<file path="config.mk">
export PLATFORM = sky130hd
export DESIGN_NAME = stopwatch_control
export DESIGN_NICKNAME = d
export VERILOG_FILES = /design/src/rtl/stopwatch_pkg.sv /design/src/rtl/bcd_digit.sv /design/src/rtl/stopwatch_control.sv
export SDC_FILE = /design/constraint.sdc
export NUM_CORES = 1
export LEC_CHECK = 0
export CORE_AREA = 2 2 89 91
export CTS_BUF_LIST = sky130_fd_sc_hd__clkbuf_16
export DETAILED_ROUTE_END_ITERATION = 8
export DIE_AREA = 0 0 91 93
export PLACE_DENSITY = 0.75
export SYNTH_ARGS = -nofsm -noshare
export SYNTH_HDL_FRONTEND = slang
export SYNTH_SLANG_ARGS = --single-unit
</file>
<file path="constraint.sdc">
create_clock -name clk -period 3.9 [get_ports clk]
set_clock_uncertainty 0.05 [all_clocks]
set_input_delay 1.17 -clock clk [delete_from_list [all_inputs] [get_ports clk]]
set_output_delay 1.17 -clock clk [all_outputs]
set_load 0.05 [all_outputs]
</file>
<file path="src/rtl/stopwatch_pkg.sv">
// Shared types and constants for the stopwatch control slice: FSM states,
// BCD digit moduli and the field layout of the 24-bit display word.
package stopwatch_pkg;

  typedef enum logic [1:0] {
    ST_IDLE    = 2'd0,
    ST_RUNNING = 2'd1,
    ST_LAP     = 2'd2,
    ST_PAUSED  = 2'd3
  } sw_state_t;

  localparam int unsigned DIGIT_W    = 4;
  localparam int unsigned NUM_DIGITS = 6;
  localparam int unsigned DISPLAY_W  = DIGIT_W * NUM_DIGITS;

  localparam int unsigned MOD_DEC = 10;
  localparam int unsigned MOD_SEX = 6;

  // Bit offsets of each digit inside {m_tens, m_ones, s_tens, s_ones, cs_tens, cs_ones}
  localparam int unsigned OFS_CS_ONES = 0;
  localparam int unsigned OFS_CS_TENS = 4;
  localparam int unsigned OFS_S_ONES  = 8;
  localparam int unsigned OFS_S_TENS  = 12;
  localparam int unsigned OFS_M_ONES  = 16;
  localparam int unsigned OFS_M_TENS  = 20;

endpackage

</file>
<file path="src/rtl/bcd_digit.sv">
// One BCD counter digit with synchronous clear; carry is combinational so
// a chain of digits ripples within a single cycle.
module bcd_digit
  import stopwatch_pkg::*;
#(
  parameter int unsigned MODULUS = MOD_DEC
) (
  input  logic               clk,
  input  logic               rst_n,
  input  logic               clr,
  input  logic               inc,
  output logic [DIGIT_W-1:0] q,
  output logic               carry
);

  logic at_max;

  assign at_max = (q == DIGIT_W'(MODULUS - 1));
  assign carry  = inc && at_max;

  always_ff @(posedge clk or negedge rst_n) begin
    if (!rst_n) begin
      q <= '0;
    end else if (clr) begin
      q <= '0;
    end else if (inc) begin
      q <= at_max ? '0 : q + DIGIT_W'(1);
    end
  end

endmodule

</file>
<file path="src/rtl/stopwatch_control.sv">
// Stopwatch FSM, centisecond prescaler, mm:ss.cc BCD count and lap freeze
// feeding the display driver.
module stopwatch_control
  import stopwatch_pkg::*;
#(
  parameter int unsigned CLK_HZ  = 100_000_000,
  parameter int unsigned TICK_HZ = 100
) (
  input  logic                 clk,
  input  logic                 rst_n,
  input  logic                 start_stop_down,
  input  logic                 reset_lap_down,
  output logic                 running,
  output logic                 lap_active,
  output logic [DISPLAY_W-1:0] display_bcd,
  output logic                 wrap
);

  localparam int unsigned DIV   = CLK_HZ / TICK_HZ;
  localparam int unsigned PRE_W = (DIV > 1) ? $clog2(DIV) : 1;

  sw_state_t            state;
  sw_state_t            next_state;
  logic                 lap_load;
  logic                 counting;
  logic                 tick;
  logic                 clr;
  logic [PRE_W-1:0]     presc;
  logic [NUM_DIGITS-1:0] inc;
  logic [NUM_DIGITS-1:0] carry;
  logic [DIGIT_W-1:0]   digit_q [NUM_DIGITS];
  logic [DISPLAY_W-1:0] live_bcd;
  logic [DISPLAY_W-1:0] lap_q;

  // State register
  always_ff @(posedge clk or negedge rst_n) begin
    if (!rst_n) begin
      state <= ST_IDLE;
    end else begin
      state <= next_state;
    end
  end

  // Next-state decode; start/stop takes priority over reset/lap
  always_comb begin
    next_state = state;
    lap_load   = 1'b0;
    unique case (state)
      ST_IDLE: begin
        if (start_stop_down) next_state = ST_RUNNING;
      end
      ST_RUNNING: begin
        if (start_stop_down) begin
          next_state = ST_PAUSED;
        end else if (reset_lap_down) begin
          next_state = ST_LAP;
          lap_load   = 1'b1;
        end
      end
      ST_LAP: begin
        if (start_stop_down)     next_state = ST_PAUSED;
        else if (reset_lap_down) next_state = ST_RUNNING;
      end
      ST_PAUSED: begin
        if (start_stop_down)     next_state = ST_RUNNING;
        else if (reset_lap_down) next_state = ST_IDLE;
      end
      default: next_state = ST_IDLE;
    endcase
  end

  assign counting = (state == ST_RUNNING) || (state == ST_LAP);
  assign tick     = counting && (presc == PRE_W'(DIV - 1));
  assign clr      = (next_state == ST_IDLE);

  // Prescaler freezes while paused so a partial tick survives a pause
  always_ff @(posedge clk or negedge rst_n) begin
    if (!rst_n) begin
      presc <= '0;
    end else if (clr || tick) begin
      presc <= '0;
    end else if (counting) begin
      presc <= presc + PRE_W'(1);
    end
  end

  for (genvar i = 0; i < NUM_DIGITS; i++) begin : g_digit
    localparam int unsigned MOD = ((i == 3) || (i == 5)) ? MOD_SEX : MOD_DEC;

    if (i == 0) begin : g_first
      assign inc[i] = tick;
    end else begin : g_chain
      assign inc[i] = carry[i-1];
    end

    bcd_digit #(
      .MODULUS (MOD)
    ) u_digit (
      .clk   (clk),
      .rst_n (rst_n),
      .clr   (clr),
      .inc   (inc[i]),
      .q     (digit_q[i]),
      .carry (carry[i])
    );
  end

  always_comb begin
    live_bcd = '0;
    live_bcd[OFS_CS_ONES +: DIGIT_W] = digit_q[0];
    live_bcd[OFS_CS_TENS +: DIGIT_W] = digit_q[1];
    live_bcd[OFS_S_ONES  +: DIGIT_W] = digit_q[2];
    live_bcd[OFS_S_TENS  +: DIGIT_W] = digit_q[3];
    live_bcd[OFS_M_ONES  +: DIGIT_W] = digit_q[4];
    live_bcd[OFS_M_TENS  +: DIGIT_W] = digit_q[5];
  end

  // Lap capture takes the pre-edge count, so a coincident tick is excluded
  always_ff @(posedge clk or negedge rst_n) begin
    if (!rst_n) begin
      lap_q <= '0;
    end else if (clr) begin
      lap_q <= '0;
    end else if (lap_load) begin
      lap_q <= live_bcd;
    end
  end

  always_ff @(posedge clk or negedge rst_n) begin
    if (!rst_n) begin
      running    <= 1'b0;
      lap_active <= 1'b0;
      wrap       <= 1'b0;
    end else begin
      running    <= (next_state == ST_RUNNING) || (next_state == ST_LAP);
      lap_active <= (next_state == ST_LAP);
      wrap       <= carry[NUM_DIGITS-1];
    end
  end

  assign display_bcd = lap_active ? lap_q : live_bcd;

endmodule

</file>
==> impl_metrics.yaml <==
status:
  status: "completed"
logic_synthesis:
  sequential_area_share_after_synthesis: 0.454
  synth_edf_count: 0
  netlist-cell-type-count: 44
  synthArstFlopShare: 1.00
  synth_top_cell_area_share: 0.454
  ys_top_cells_by_count: "dfrtp_1 (73), a21oi_1 (32), nor2_1 (29)"
  yosys_warnings: 0
  synth_seq_cells: 73
  netlist_instances: 403
  synth.most_common_cell: "dfrtp_1"
  synth.net_count: 426
  largest_cells_by_area_after_synthesis: "dfrtp_1 (45%), ha_1 (5.9%), mux2_2 (5.3%), a22o_1 (5.2%), a21oi_1 (4.0%)"
  synthDominantAreaCellType: "dfrtp_1"
  dominant_synthesized_flop_cell: "dfrtp_1"
  post_synth_instance_area_sq_um: 4030
  synth_area_per_cell_sq_um: 9.99
pwr:
  intPower_w: 0.00159
  power_switching_w: 0.000779
  fraction_of_power_spent_switching_nets: 0.328
  vdd_drop_max_v: 0.000395
  powerDensity_nw_per_um2: 497
  p_leak_nw: 2.06
  combinationalPowerShare: 0.267
  sequentialPowerShare: 0.343
  power.clock.fraction: 0.390
floorplan:
  io_pins: 31
  design.die.area_sq_um: 8460
  fp-row-count: 32
  core_area_sq_um: 7530
  die_width_microns: 91
  die_y_microns: 93
  initial_core_util: 0.535
layout:
  regArea_sq_um: 1830
  num-nets-final: 453
  fillerInstances: 612
  post_route_cells_drive_above_1_share: 0.106
  utilization: 0.634
  multiInputGateArea_sq_um: 2050
  antenna_cells: 0
  areaGrowthSynthToFinish_pct: 18.5
  fin_area_sq_um: 4770
  finalNonFillerCells: 537
timing:
  worst_slack_ns: 0.599
  clock.fmax_ghz: 0.303
  final-max-slew-violation-count: 0
  layout_min_cycle_time_ns: 3.30
  rsz0062_at_grt: "no"
  setup_viol: 0
  hold_viol_final: 0
  maxSlewHeadroom: 0.157
  setup_tns_ns: 0
  worst_slew_pin_slew_ns: 1.25
  final_min_period_over_clock_period: 0.846
place:
  placed_area_sq_um: 4440
  io_buffer_count: 30
  total_placed_cells_including_tap_cells: 521
  place_ws_ns: 0.436
  place.detailed.hpwl_microns: 5650
  gp_congestion: 0.805
drt:
  routed_via_density: 6.02
  post-route-drc-count: 0
  detail_route.wirelength_microns: 8790
  drt-pass1-iter-count: 5
  initial_drt_markers: 214
  postRouteAntennaNets: 0
  vias: 3234
  wl_per_cell_microns: 16.4
setup_path:
  timing.critical_path.from_type: "flip-flop"
  worstPathCellList: "buf_4, mux2_2, clkdlybuf4s50_1"
  cp_data_required_time_ns: 2.68
  cpMaxStageDelayCell: "clkdlybuf4s50_1"
  worstPathArrival_ns: 2.08
  cp_slowest_stage_delay_ns: 0.70
  worstSetupPathType: "flip-flop to output pin"
  crit_path_end_kind: "output pin"
  rrSetupSlack_ns: 1.27
  critical_path_fanout_max: 32
global_route:
  grt_pass1_vias: 3218
  grt_pass1_wl_microns: 15200
  gr-total-overflow: 0
  antenna_found_initial: 0
  grt_util_all_layers: 0.221
  grt_max_degree: 45
clock_tree:
  clk_latency_ns: 0.33
  clkTransAtPathRegs_ns: 0.05
  cts_tree: "built"
  cts-htree-levels: 3
  cts_buffer_depth: 2
  cts.sink_count: 73
  cts.hold.buffers_added: 0
  cts_inserted_buffers: 9
  cts-root-buf: "clkbuf_16"
  number_of_instances_resized_during_post_cts_repair: 0
  post_cts.repair.setup_buffers: 0
flow_run:
  maxCapViolations: 0
min_path:
  timing.hold.worst.class: "flip-flop to flip-flop"
routing by layer:
layer	wire length [microns]	global-route usage	vias to the layer above
met5	0	0	-
met4	130	0.0846	0
met3	272	0.0338	13
met2	4560	0.394	66
met1	3830	0.271	1607
li1	-	-	1548
state kept, by name (all words and copies together) (netlist names):
| name | flops |
|---|---|
| g_digit.u_digit.q | 24 |
| lap_q | 24 |
| presc | 20 |
| state | 2 |
| lap_active | 1 |
| running | 1 |
| wrap | 1 |
path summary, 6_finish.rpt:
kind | endpoint | cells after the start | from
max in group asynchronous | presc[11]$_DFFE_PN0P_ | 2 | rst_n
min | lap_q[14]$_DFFE_PN0P_ | 1 | lap_q[14]$_DFFE_PN0P_
max | display_bcd[14] | 3 | lap_active$_DFF_PN0_
min reg2reg | lap_q[14]$_DFFE_PN0P_ | 1 | lap_q[14]$_DFFE_PN0P_
max reg2reg | presc[18]$_DFFE_PN0P_ | 10 | state[1]$_DFF_PN0_
min in group asynchronous | lap_q[11]$_DFFE_PN0P_ | 1 | rst_n
worst max-delay path: cells and delay by family, from the launching register on:
family,cells,cell delay [ns]
buf+inv,2,1.04
mux,1,0.38
flops,1,0.32
stage by stage:
stage          hold WS, ns  total power [W]
2_1_floorplan        0.417          0.00127
3_3_place_gp         0.433          0.00145
3_5_place_dp         0.438          0.00147
4_1_cts              0.453          0.00239
5_1_grt              0.470          0.00249
6_report             0.452          0.00237
cell type report:
class                      count  share of cell area
multi-input combinational    291               0.430
sequential                    73               0.383
timing repair buffer          38              0.0771
clock buffer                   9              0.0472
tap                          102              0.0268
clock inverter                 7              0.0231
inverter                      17              0.0134
cells by family (layout without fill, tap and decap cells):
kind of cell | Yosys count | after routing | synth area share
XOR/XNOR | 11 | 11 | 0.0239
flip-flops | 73 | 73 | 0.454
buffers and inverters | 39 | 71 | 0.0398
AO/OA/AOI/OAI | 99 | 99 | 0.161
adder cells (fa/ha/maj) | 19 | 19 | 0.0591
AND/OR/NAND/NOR | 140 | 140 | 0.202
multiplexers | 22 | 22 | 0.0606
power by group through the flow:
| stage | Combinational (W) | Clock, W | Sequential (W) |
|---|---|---|---|
| floorplan | 0.000419 | 0 | 0.000851 |
| global placement | 0.000622 | 0 | 0.000824 |
| detailed placement | 0.000639 | 0 | 0.000826 |
| CTS | 0.000643 | 0.000936 | 0.000813 |
| global route | 0.000704 | 0.000973 | 0.000818 |
| finish | 0.000633 | 0.000926 | 0.000813 |
layout by cell type, fill, tap and decap left out, types with 3 or more instances in the layout:
cell,n
or3_1,8
nand3_1,13
a22o_1,24
nand4_1,13
a21oi_1,32
mux2i_1,3
buf_4,7
and2_1,7
nor4_1,5
dfrtp_1,73
ha_1,19
mux2_2,19
xor2_1,8
inv_1,18
or4_1,11
o21ai_0,20
o31ai_1,14
and3b_1,6
nand3b_1,3
nor3_1,3
clkdlybuf4s50_1,29
bufinv_16,3
nor2b_1,4
nand2_1,19
nor2_1,29
xnor2_1,3
or4b_1,3
and3_1,4
clkbuf_16,9
(Power assumes the default switching activity.)
